--- config.mk ---
export PLATFORM = sky130hd
export DESIGN_NAME = kcpsm6_rgb_periph_flat
export DESIGN_NICKNAME = d
export VERILOG_FILES = /design/src/rtl/kcpsm6_rgb_pkg.sv /design/src/rtl/kcpsm6_rgb_periph_if.sv /design/src/rtl/kcpsm6_rgb_periph_tick_timer.sv /design/src/rtl/kcpsm6_rgb_periph.sv /design/src/flat_wrapper.sv
export SDC_FILE = /design/constraint.sdc
export NUM_CORES = 1
export LEC_CHECK = 0
export CAP_MARGIN = 5
export CORE_ASPECT_RATIO = 0.5
export CORE_MARGIN = 2
export CORE_UTILIZATION = 39
export CTS_CLUSTER_DIAMETER = 40
export DETAILED_ROUTE_END_ITERATION = 7
export GPL_ROUTABILITY_DRIVEN = 0
export PLACE_DENSITY = 0.64
export SYNTH_ARGS = -nofsm -noshare
export SYNTH_HDL_FRONTEND = slang
export SYNTH_SLANG_ARGS = --single-unit
--- constraint.sdc ---
create_clock -name clk -period 5.61 [get_ports clk]
set_input_delay 0.561 -clock clk [delete_from_list [all_inputs] [get_ports clk]]
set_output_delay 0.561 -clock clk [all_outputs]
set_load 0.02 [all_outputs]
--- src/rtl/kcpsm6_rgb_pkg.sv ---
// Shared constants for the KCPSM6 RGB peripheral: port map, status bit layout, digit width.
package kcpsm6_rgb_pkg;

  typedef logic [7:0] port_addr_t;

  localparam port_addr_t PA_PBTNS      = 8'h00;
  localparam port_addr_t PA_DIG_BASE   = 8'h01;
  localparam port_addr_t PA_RED        = 8'h0A;
  localparam port_addr_t PA_GREEN      = 8'h0B;
  localparam port_addr_t PA_BLUE       = 8'h0C;
  localparam port_addr_t PA_RGB_COMMIT = 8'h0D;
  localparam port_addr_t PA_IRQ_STAT   = 8'h0E;
  localparam port_addr_t PA_IRQ_EN     = 8'h0F;
  localparam port_addr_t PA_TICK_LO    = 8'h10;
  localparam port_addr_t PA_TICK_HI    = 8'h11;

  localparam int unsigned TICK_BIT = 0;
  localparam int unsigned BTN_BIT0 = 1;
  localparam int unsigned DIG_W    = 5;

endpackage

--- src/rtl/kcpsm6_rgb_periph_if.sv ---
// KCPSM6 port bus: core drives address/data/strobes, peripheral returns read data and IRQ.
interface kcpsm6_rgb_periph_if;
  import kcpsm6_rgb_pkg::*;

  port_addr_t port_id;
  logic [7:0] out_port;
  logic [7:0] in_port;
  logic       write_strobe;
  logic       k_write_strobe;
  logic       read_strobe;
  logic       interrupt;
  logic       interrupt_ack;

  modport master (
    output port_id, out_port, write_strobe, k_write_strobe, read_strobe, interrupt_ack,
    input  in_port, interrupt
  );

  modport slave (
    input  port_id, out_port, write_strobe, k_write_strobe, read_strobe, interrupt_ack,
    output in_port, interrupt
  );
endinterface

--- src/rtl/kcpsm6_rgb_periph_tick_timer.sv ---
// Programmable periodic tick: prescaler feeding a period counter, with a low-byte shadow
// so the 16-bit period is loaded atomically by the high-byte write.
module kcpsm6_tick_timer #(
  parameter int unsigned PRESCALE     = 1000,
  parameter int unsigned TICK_DEFAULT = 50000
) (
  input  logic        clk,
  input  logic        reset,
  input  logic        wr_lo,
  input  logic        wr_hi,
  input  logic [7:0]  out_port,
  output logic        tick_evt,
  output logic [15:0] period
);

  localparam int unsigned    PW       = (PRESCALE > 1) ? $clog2(PRESCALE) : 1;
  localparam logic [PW-1:0]  PRE_LAST = PW'(PRESCALE - 1);

  logic [PW-1:0] presc_q, presc_d;
  logic [15:0]   cnt_q, cnt_d;
  logic [15:0]   period_q, period_d;
  logic [7:0]    lo_q, lo_d;
  logic          pre_pulse;
  logic          tick_d;

  // Next-state for counters and period registers; a period reload restarts both counters.
  always_comb begin
    presc_d   = presc_q;
    cnt_d     = cnt_q;
    period_d  = period_q;
    lo_d      = lo_q;
    pre_pulse = 1'b0;
    tick_d    = 1'b0;

    if (wr_lo) lo_d = out_port;

    if (period_q == '0) begin
      presc_d = '0;
      cnt_d   = '0;
    end else begin
      if (presc_q == PRE_LAST) begin
        presc_d   = '0;
        pre_pulse = 1'b1;
      end else begin
        presc_d = presc_q + 1'b1;
      end
      if (pre_pulse) begin
        if (cnt_q == period_q - 16'd1) begin
          cnt_d  = '0;
          tick_d = 1'b1;
        end else begin
          cnt_d = cnt_q + 16'd1;
        end
      end
    end

    if (wr_hi) begin
      period_d = {out_port, lo_q};
      presc_d  = '0;
      cnt_d    = '0;
    end
  end

  // State registers with synchronous reset to the default period.
  always_ff @(posedge clk) begin
    if (reset) begin
      presc_q  <= '0;
      cnt_q    <= '0;
      period_q <= 16'(TICK_DEFAULT);
      lo_q     <= '0;
    end else begin
      presc_q  <= presc_d;
      cnt_q    <= cnt_d;
      period_q <= period_d;
      lo_q     <= lo_d;
    end
  end

  assign tick_evt = tick_d;
  assign period   = period_q;

endmodule

--- src/rtl/kcpsm6_rgb_periph.sv ---
// KCPSM6 I/O peripheral: digit and committed-RGB registers, tick timer, button edge capture,
// masked W1C interrupt controller and registered read mux.
module kcpsm6_rgb_periph
  import kcpsm6_rgb_pkg::*;
#(
  parameter int unsigned NUM_DIGITS    = 8,
  parameter int unsigned NUM_BTNS      = 5,
  parameter int unsigned COLOR_W       = 4,
  parameter int unsigned PRESCALE      = 1000,
  parameter int unsigned TICK_DEFAULT  = 50000,
  parameter port_addr_t  P_PBTNS       = PA_PBTNS,
  parameter port_addr_t  P_DIG_BASE    = PA_DIG_BASE,
  parameter port_addr_t  P_RED         = PA_RED,
  parameter port_addr_t  P_GREEN       = PA_GREEN,
  parameter port_addr_t  P_BLUE        = PA_BLUE,
  parameter port_addr_t  P_RGB_COMMIT  = PA_RGB_COMMIT,
  parameter port_addr_t  P_IRQ_STAT    = PA_IRQ_STAT,
  parameter port_addr_t  P_IRQ_EN      = PA_IRQ_EN,
  parameter port_addr_t  P_TICK_LO     = PA_TICK_LO,
  parameter port_addr_t  P_TICK_HI     = PA_TICK_HI
) (
  input  logic                          clk,
  input  logic                          reset,
  input  logic [NUM_BTNS-1:0]           db_btns,
  output logic [DIG_W*NUM_DIGITS-1:0]   dig,
  output logic [3*COLOR_W-1:0]          rgb,
  output logic                          rgb_update,
  kcpsm6_rgb_periph_if.slave            bus
);

  localparam int unsigned SW = NUM_BTNS + 1;

  logic             we;
  logic             wr_red, wr_green, wr_blue, wr_commit;
  logic             wr_stat, wr_en, wr_lo, wr_hi;
  logic             tick_evt;
  logic [15:0]      period;
  logic             unused_read_strobe;

  logic [DIG_W-1:0]     dig_q [NUM_DIGITS];
  logic [DIG_W-1:0]     dig_d [NUM_DIGITS];
  logic [COLOR_W-1:0]   red_q, red_d, green_q, green_d, blue_q, blue_d;
  logic [3*COLOR_W-1:0] rgb_q, rgb_d;
  logic                 rgb_update_q, rgb_update_d;
  logic [NUM_BTNS-1:0]  prev_q, prev_d;
  logic [NUM_BTNS-1:0]  btn_evt;
  logic [SW-1:0]        evt;
  logic [SW-1:0]        pend_q, pend_d;
  logic [7:0]           en_q, en_d;
  logic                 irq_q, irq_d;
  logic [7:0]           in_port_q, in_port_d;

  // Reads have no side effects, so the read strobe is deliberately not used.
  assign unused_read_strobe = bus.read_strobe;

  // Write decode for the single-address registers.
  always_comb begin
    we        = bus.write_strobe | bus.k_write_strobe;
    wr_red    = we && (bus.port_id == P_RED);
    wr_green  = we && (bus.port_id == P_GREEN);
    wr_blue   = we && (bus.port_id == P_BLUE);
    wr_commit = we && (bus.port_id == P_RGB_COMMIT);
    wr_stat   = we && (bus.port_id == P_IRQ_STAT);
    wr_en     = we && (bus.port_id == P_IRQ_EN);
    wr_lo     = we && (bus.port_id == P_TICK_LO);
    wr_hi     = we && (bus.port_id == P_TICK_HI);
  end

  kcpsm6_tick_timer #(
    .PRESCALE     (PRESCALE),
    .TICK_DEFAULT (TICK_DEFAULT)
  ) u_tick (
    .clk      (clk),
    .reset    (reset),
    .wr_lo    (wr_lo),
    .wr_hi    (wr_hi),
    .out_port (bus.out_port),
    .tick_evt (tick_evt),
    .period   (period)
  );

  // Digit registers: the lowest digit address maps to the most significant digit.
  always_comb begin
    for (int unsigned i = 0; i < NUM_DIGITS; i++) dig_d[i] = dig_q[i];
    for (int unsigned k = 0; k < NUM_DIGITS; k++) begin
      if (we && (bus.port_id == 8'(P_DIG_BASE + k)))
        dig_d[NUM_DIGITS-1-k] = bus.out_port[DIG_W-1:0];
    end
  end

  // Flatten digit registers onto the output bus.
  always_comb begin
    dig = '0;
    for (int unsigned i = 0; i < NUM_DIGITS; i++) dig[i*DIG_W +: DIG_W] = dig_q[i];
  end

  // Colour shadows and atomic commit into the visible RGB value.
  always_comb begin
    red_d        = wr_red   ? bus.out_port[COLOR_W-1:0] : red_q;
    green_d      = wr_green ? bus.out_port[COLOR_W-1:0] : green_q;
    blue_d       = wr_blue  ? bus.out_port[COLOR_W-1:0] : blue_q;
    rgb_d        = wr_commit ? {red_q, green_q, blue_q} : rgb_q;
    rgb_update_d = wr_commit;
  end

  // Button edges, pending status with set-over-clear, and the interrupt request.
  always_comb begin
    prev_d            = db_btns;
    btn_evt           = db_btns & ~prev_q;
    evt               = '0;
    evt[TICK_BIT]     = tick_evt;
    evt[BTN_BIT0 +: NUM_BTNS] = btn_evt;

    pend_d = pend_q;
    if (wr_stat) pend_d = pend_d & ~bus.out_port[SW-1:0];
    pend_d = pend_d | evt;

    en_d = wr_en ? bus.out_port : en_q;

    irq_d = irq_q;
    if (bus.interrupt_ack) irq_d = 1'b0;
    if (|(evt & en_q[SW-1:0])) irq_d = 1'b1;
  end

  // Registered read mux, refreshed every cycle.
  always_comb begin
    in_port_d = '0;
    if      (bus.port_id == P_PBTNS)    in_port_d = 8'(db_btns);
    else if (bus.port_id == P_IRQ_STAT) in_port_d = 8'(pend_q);
    else if (bus.port_id == P_IRQ_EN)   in_port_d = en_q;
    else if (bus.port_id == P_TICK_LO)  in_port_d = period[7:0];
    else if (bus.port_id == P_TICK_HI)  in_port_d = period[15:8];
  end

  // Previous-button sample tracks the input even during reset so held buttons raise no event.
  always_ff @(posedge clk) begin
    prev_q <= prev_d;
  end

  // Main register bank with synchronous reset.
  always_ff @(posedge clk) begin
    if (reset) begin
      dig_q        <= '{default: '0};
      red_q        <= '0;
      green_q      <= '0;
      blue_q       <= '0;
      rgb_q        <= '0;
      rgb_update_q <= 1'b0;
      pend_q       <= '0;
      en_q         <= 8'h01;
      irq_q        <= 1'b0;
      in_port_q    <= '0;
    end else begin
      dig_q        <= dig_d;
      red_q        <= red_d;
      green_q      <= green_d;
      blue_q       <= blue_d;
      rgb_q        <= rgb_d;
      rgb_update_q <= rgb_update_d;
      pend_q       <= pend_d;
      en_q         <= en_d;
      irq_q        <= irq_d;
      in_port_q    <= in_port_d;
    end
  end

  assign rgb           = rgb_q;
  assign rgb_update    = rgb_update_q;
  assign bus.in_port   = in_port_q;
  assign bus.interrupt = irq_q;

endmodule

--- src/flat_wrapper.sv ---
// flat-port wrapper written by rule: the top's interface ports become plain ports
module kcpsm6_rgb_periph_flat import kcpsm6_rgb_pkg::*;
#(
  parameter int unsigned NUM_DIGITS    = 8,
  parameter int unsigned NUM_BTNS      = 5,
  parameter int unsigned COLOR_W       = 4,
  parameter int unsigned PRESCALE      = 1000,
  parameter int unsigned TICK_DEFAULT  = 50000,
  parameter port_addr_t  P_PBTNS       = PA_PBTNS,
  parameter port_addr_t  P_DIG_BASE    = PA_DIG_BASE,
  parameter port_addr_t  P_RED         = PA_RED,
  parameter port_addr_t  P_GREEN       = PA_GREEN,
  parameter port_addr_t  P_BLUE        = PA_BLUE,
  parameter port_addr_t  P_RGB_COMMIT  = PA_RGB_COMMIT,
  parameter port_addr_t  P_IRQ_STAT    = PA_IRQ_STAT,
  parameter port_addr_t  P_IRQ_EN      = PA_IRQ_EN,
  parameter port_addr_t  P_TICK_LO     = PA_TICK_LO,
  parameter port_addr_t  P_TICK_HI     = PA_TICK_HI
)
  (clk, reset, db_btns, dig, rgb, rgb_update, bus_port_id, bus_out_port, bus_write_strobe, bus_k_write_strobe, bus_read_strobe, bus_interrupt_ack, bus_in_port, bus_interrupt);
  kcpsm6_rgb_periph_if bus_i ();
  input  logic clk;
  input  logic reset;
  input  logic [NUM_BTNS-1:0] db_btns;
  output logic [DIG_W*NUM_DIGITS-1:0] dig;
  output logic [3*COLOR_W-1:0] rgb;
  output logic rgb_update;
  input wire logic [$bits(bus_i.port_id)-1:0] bus_port_id;
  input wire logic [$bits(bus_i.out_port)-1:0] bus_out_port;
  input wire logic [$bits(bus_i.write_strobe)-1:0] bus_write_strobe;
  input wire logic [$bits(bus_i.k_write_strobe)-1:0] bus_k_write_strobe;
  input wire logic [$bits(bus_i.read_strobe)-1:0] bus_read_strobe;
  input wire logic [$bits(bus_i.interrupt_ack)-1:0] bus_interrupt_ack;
  output wire logic [$bits(bus_i.in_port)-1:0] bus_in_port;
  output wire logic [$bits(bus_i.interrupt)-1:0] bus_interrupt;
  assign bus_i.port_id = bus_port_id;
  assign bus_i.out_port = bus_out_port;
  assign bus_i.write_strobe = bus_write_strobe;
  assign bus_i.k_write_strobe = bus_k_write_strobe;
  assign bus_i.read_strobe = bus_read_strobe;
  assign bus_i.interrupt_ack = bus_interrupt_ack;
  assign bus_in_port = bus_i.in_port;
  assign bus_interrupt = bus_i.interrupt;
  kcpsm6_rgb_periph #(.NUM_DIGITS(NUM_DIGITS), .NUM_BTNS(NUM_BTNS), .COLOR_W(COLOR_W), .PRESCALE(PRESCALE), .TICK_DEFAULT(TICK_DEFAULT), .P_PBTNS(P_PBTNS), .P_DIG_BASE(P_DIG_BASE), .P_RED(P_RED), .P_GREEN(P_GREEN), .P_BLUE(P_BLUE), .P_RGB_COMMIT(P_RGB_COMMIT), .P_IRQ_STAT(P_IRQ_STAT), .P_IRQ_EN(P_IRQ_EN), .P_TICK_LO(P_TICK_LO), .P_TICK_HI(P_TICK_HI)) u_core (.clk(clk), .reset(reset), .db_btns(db_btns), .dig(dig), .rgb(rgb), .rgb_update(rgb_update), .bus(bus_i));
endmodule
==> summary.txt, run 1 <==
Status - finished clean
Post-route ant nets - 0
Max VDD drop - 0.206 mV
Yosys warnings - 0
Die ar. - 17000 um^2
Post-DP HPWL - 10.6 mm
Hold Fails Final Rpt - 0
Cts hold-fix bufs - 0
Wire per inst - 16.1 um
Hold path startpoint - u_core.rgb[9]$_SDFFE_PP0P_
Final min period - 3.13 ns
Least-Margin Pin Slew - 1.13 ns
Xor and xnor area share after synthesis - 5.49%
Power per cell area - 292 nW/um^2
Die width - 183 um
Ys async rst share - 0%
Worst Setup Start Kind - flip-flop
Post-Route M1 WL - 7.86 mm
Max_cap viols - 0
I/O Buffers - 87
Reg-to-reg slack, setup - 2.48 ns
Clk pin slew, worst setup/hold paths - 0.07 ns
Critical Path End Type - flip-flop
RSZ-0062 raised after global routing - no
Synth Area in Simple Gates - 23.6%
H-tree levels - 4
Min-Delay Endpoint - u_core.rgb[9]$_SDFFE_PP0P_
Critical Path RT - 5.88 ns
Ant. Diodes - 0
DP Area - 7220 um^2
CTS tree - yes
Core Region - 15500 um^2
Setup CP Type - flip-flop to flip-flop
Main combinational cell family by area after synthesis - simple AND/OR/NAND/NOR gates
Max Clk Rate - 320 MHz
Routed wire length - 16.2 mm
TritonCTS buffer count - 17
Grt total ovfl - 0
WL met3 - 780 um
Layout cell share with drive strength beyond 1 - 7.13%
Routed wl met2 - 7.29 mm
Clock sink total - 143
Cell count of the worst reg-to-reg path - 8
Vias - 5395
Hold Path Class - flip-flop to flip-flop
Post-synth top cells - dfxtp_1, nand2_1, nor2_1, mux2i_1, a21oi_1
Nets - 816
Dominant cells by area after synthesis - dfxtp_1, mux2i_1, nand2_1
Mapped Nets - 748
Remaining DRCs - 0
Post-synth EDFFs - 0
Row cnt - 32
Post-CTS setup buffers - 0
Clk Latency, worst-skew pair - 0.42 ns
Area share of the largest cell type after synthesis - 46.0%
Mux cell area share after synthesis - 9.76%
Period utilization - 55.7%
Initial DRT Pass Iterations - 5
Setup_tns - 0 ns
GRT Total Usage - 19.5%
Compound-Gate Fraction of Synth Area - 10.7%
Most numerous cell in the Yosys netlist - dfxtp_1
Max layer used - met4
Initial core utilization - 40.1%
Post-synthesis sequential area ratio - 46.0%
CTS-repair resized insts - 0
Most used flip-flop cell after synthesis - dfxtp_1
Largest net degree at the start of global routing - 105
Peak fanout along the critical path - 13
Worst R2R End - u_core.u_tick.cnt_q[7]$_SDFFE_PP0P_
Num ports - 89
Crit Reg-Reg Startpoint - u_core.u_tick.period[0]$_SDFFE_PP0P_
Syn Area/Cell - 8.66 um^2
Finished layout cell area - 7840 um^2
Fin Clk Skew - 0.00880 ns
Vias in the first global route - 5064
Setup violators final - 0
First-pass GRT wire length - 26.3 mm
CTS Buffer Depth - 2
Syn Inst Count - 718
Initial drt markers - 426
Root buffer cell - clkbuf_16
Area of the multi-input gates - 3140 um^2
Area leader, netlist - dfxtp_1
Initial antenna violation count - 0
Vias per cell - 5.38
Max-slew violations - 0
Die H - 93.3 um
Fillers - 1415
Lkg Pwr - 2.66 nW
Worst Path Arrival - 3.40 ns
Synth Area in Adders - 0.604%
Hold Path Stages - 2
Area Overhead vs Synth - 26.0%
#FFs+latches synth - 143
Post-synthesis cell area - 6220 um^2
Post-synth cell types - 54
Reg area - 2860 um^2
Worst slew margin - 23.6%
[power breakdown]
group	switching, W	internal, W
registers	0.00000443	0.00102
logic	0.0000525	0.0000289
clock network	0.000490	0.000685
total	0.000547	0.00174
[flip-flops by register name, summed over array words and instances, names as in the netlist, 8 cells and up]
signal	count
u_core.dig	40
u_core.u_tick.presc_q	10
u_core.bus.in_port	8
u_core.u_tick.period	16
u_core.rgb	12
u_core.en_q	8
u_core.u_tick.lo_q	8
u_core.u_tick.cnt_q	16
[placed cells by master (no fill, tap or decap), types with 5 or more instances in the layout]
master / netlist / final
nor2_1: 90 / 90
nor4_1: 16 / 15
a21oi_1: 54 / 54
and3_1: 5 / 5
buf_4: 0 / 8
nor2b_1: 10 / 10
nand2_1: 98 / 98
mux2i_1: 55 / 55
dfxtp_1: 143 / 143
nand4_1: 5 / 5
xor2_1: 19 / 19
clkbuf_16: 0 / 17
xnor2_1: 20 / 20
or3_1: 5 / 5
mux2_2: 5 / 5
nor3_1: 16 / 15
nand3_1: 42 / 42
inv_1: 13 / 13
clkdlybuf4s50_1: 0 / 86
a22oi_1: 12 / 12
[routing by layer]
metal | track usage, % | up-vias
li1 | - | 2641
met1 | 26.0 | 2571
met2 | 31.8 | 159
met3 | 3.58 | 24
met4 | 6.99 | 0
met5 | 0 | -
[critical path: stages, from the launching register on]
cell,delay [ns]
dfxtp_1,0.39
inv_1,0.09
ha_1,0.25
or3b_2,0.54
or4_4,0.51
o211ai_2,0.18
o211ai_2,0.15
a2111oi_4,0.75
nor2_1,0.12
[area by class of cell]
| class | count | share of cell area, % |
|---|---|---|
| Clock buffer | 18 | 5.61 |
| Inverter | 13 | 0.623 |
| Multi-Input combinational cell | 517 | 40.0 |
| Clock inverter | 14 | 2.19 |
| Tap cell | 204 | 3.26 |
| Timing Repair Buffer | 94 | 11.8 |
| Sequential cell | 143 | 36.5 |
[logic make-up after synthesis]
| logic type | count (synthesis) |
|---|---|
| compound gates | 100 |
| fa+ha+maj | 3 |
| flops | 143 |
| simple gates | 315 |
| xor+xnor | 39 |
| buf+inv | 58 |
| mux | 60 |
[metrics by stage]
stage          hold WS [ns]  utilization, %  setup WS (ns)  total power (W)  cells
6_report              0.453            50.6           2.48          0.00228   1003
5_1_grt               0.476            50.6           2.25          0.00235   1003
3_5_place_dp          0.446            46.6           2.17          0.00113    971
2_1_floorplan         0.430               -           2.97          0.00109    718
4_1_cts               0.456            50.6           2.48          0.00230   1003
3_3_place_gp          0.442            46.6           2.19          0.00113    971
[worst max-delay path by stage]
stage	to	startpoint	slack, ns
floorplan	u_core.u_tick.cnt_q[10]$_SDFFE_PP0P_	u_core.u_tick.period[0]$_SDFFE_PP0P_	2.97
global placement	u_core.dig[35]$_SDFFE_PP0P_	bus_port_id[0]	2.19
detailed placement	u_core.dig[39]$_SDFFE_PP0P_	bus_port_id[0]	2.17
CTS	u_core.u_tick.cnt_q[15]$_SDFFE_PP0P_	u_core.u_tick.period[0]$_SDFFE_PP0P_	2.48
global route	u_core.u_tick.cnt_q[7]$_SDFFE_PP0P_	u_core.u_tick.period[0]$_SDFFE_PP0P_	2.25
finish	u_core.u_tick.cnt_q[7]$_SDFFE_PP0P_	u_core.u_tick.period[0]$_SDFFE_PP0P_	2.48
Power figures use the tool's default switching activity.
==> run 2, diff against run 1 <==
PLACE_DENSITY = 0.67   (was 0.64)
clock period = 2.84 ns   (was 5.61 ns; I/O delays follow)
==> summary.txt, run 2 (synthesis results as in run 1) <==
Leading cell type in the layout, fill and taps excluded - dfxtp_1
Critical Path RT - 3.14 ns
GRT Total Usage - 19.8%
H-tree levels - 4
Clk pin slew, worst setup/hold paths - 0.06 ns
Die ar. - 17000 um^2
CTS tree - yes
Vias per cell - 5.30
Reg-to-reg slack, setup - 0.12 ns
Post-CTS setup buffers - 0
Remaining DRCs - 0
Hold Fails Final Rpt - 0
Crit Reg-Reg Startpoint - u_core.u_tick.period[0]$_SDFFE_PP0P_
Die width - 183 um
Lkg Pwr - 2.78 nW
CTS Buffer Depth - 2
Post-route ant nets - 0
Root buffer cell - clkbuf_16
Fin Clk Skew - 0.0136 ns
Min-Delay Endpoint - u_core.u_tick.period[6]$_SDFFE_PP1P_
Worst R2R End - u_core.u_tick.cnt_q[15]$_SDFFE_PP0P_
Final min period - 2.72 ns
Die H - 93.3 um
Wire per inst - 15.9 um
Max_cap viols - 0
Vias - 5438
CTS-repair resized insts - 0
Worst slew margin - 44.0%
Initial core utilization - 40.1%
Num ports - 89
Clock sink total - 143
TritonCTS buffer count - 17
Most frequent cells in the layout - dfxtp_1, nand2_1, nor2_1
Crit path from - u_core.u_tick.period[0]$_SDFFE_PP0P_
Tot Pwr - 0.00450 W
Initial DRT Pass Iterations - 5
Peak fanout along the critical path - 13
Core Region - 15500 um^2
Hold path startpoint - reset
Max FFs per register - 40
Max Clk Rate - 367 MHz
Vias in the first global route - 5123
Period utilization - 95.9%
Hold Path Class - primary input to flip-flop
I/O Buffers - 87
RSZ-0062 raised after global routing - no
Layout cell share with drive strength beyond 1 - 9.72%
Power per cell area - 562 nW/um^2
Area Overhead vs Synth - 28.7%
Worst Path Arrival - 3.03 ns
Cts hold-fix bufs - 0
Least-Margin Pin Slew - 0.837 ns
Clk Latency, worst-skew pair - 0.42 ns
Post-DP HPWL - 11.1 mm
First-pass GRT wire length - 26.6 mm
Setup_tns - 0 ns
Fillers - 1399
Reg area - 2860 um^2
Cell count of the worst reg-to-reg path - 9
Nets - 840
Setup CP Type - flip-flop to flip-flop
Initial antenna violation count - 0
Grt total ovfl - 0
Largest net degree at the start of global routing - 75
Area of the multi-input gates - 3130 um^2
Hold Path Stages - 3
Utilization after layout - 51.7%
Status - finished clean
Row cnt - 32
Ant. Diodes - 0
Initial drt markers - 418
Critical Path End Type - flip-flop
Routed wire length - 16.3 mm
Worst Setup Start Kind - flip-flop
Max-slew violations - 0
Setup violators final - 0
Max VDD drop - 0.360 mV
run 2: per-layer routing:
layer	vias to the layer above	global-route usage (%)	share of wire, %
met1	2591	25.8	46
met2	141	32.9	48
li1	2687	-	-
met4	0	6.32	1.4
met3	19	4.24	4.8
met5	-	0	0
run 2: worst max-delay path by stage:
stage | end
after global routing | u_core.u_tick.cnt_q[15]$_SDFFE_PP0P_
after global placement | u_core.u_tick.cnt_q[15]$_SDFFE_PP0P_
after floorplan | u_core.u_tick.cnt_q[10]$_SDFFE_PP0P_
final | u_core.u_tick.cnt_q[15]$_SDFFE_PP0P_
after detailed placement | u_core.u_tick.cnt_q[10]$_SDFFE_PP0P_
after CTS | u_core.u_tick.cnt_q[15]$_SDFFE_PP0P_
run 2: area by class of cell:
class	count	area share, %
clock buffer	18	5.49
multi-input combinational	517	39.1
timing repair buffer	118	13.7
clock inverter	14	2.13
tap	204	3.19
inverter	13	0.610
sequential	143	35.8
run 2: critical path: stages (launching register included):
cell and delay (ns):
dfxtp_1 0.38, inv_1 0.08, ha_1 0.15, or3b_2 0.52
or4_4 0.51, o211ai_2 0.18, o211ai_2 0.16, a2111oi_4 0.31
buf_4 0.25, nor3b_1 0.07
run 2: power by group:
group	total (W)	switching (W)	internal, W
Clock	0.00231	0.000956	0.00135
Combinational	0.000167	0.000105	0.0000621
Sequential	0.00203	0.00000859	0.00202
Total	0.00450	0.00107	0.00343
run 2: through the flow:
| step | area (um^2) | worst slack [ns] | instances | hold slack (ns) |
|---|---|---|---|---|
| floorplan | 6220 | 0.205 | 718 | 0.312 |
| global placement | 7400 | 0.192 | 995 | 0.440 |
| detailed placement | 7400 | 0.137 | 995 | 0.445 |
| CTS | 8010 | 0.114 | 1027 | 0.292 |
| global route | 8010 | 0.00185 | 1027 | 0.311 |
| finish | 8010 | 0.116 | 1027 | 0.298 |
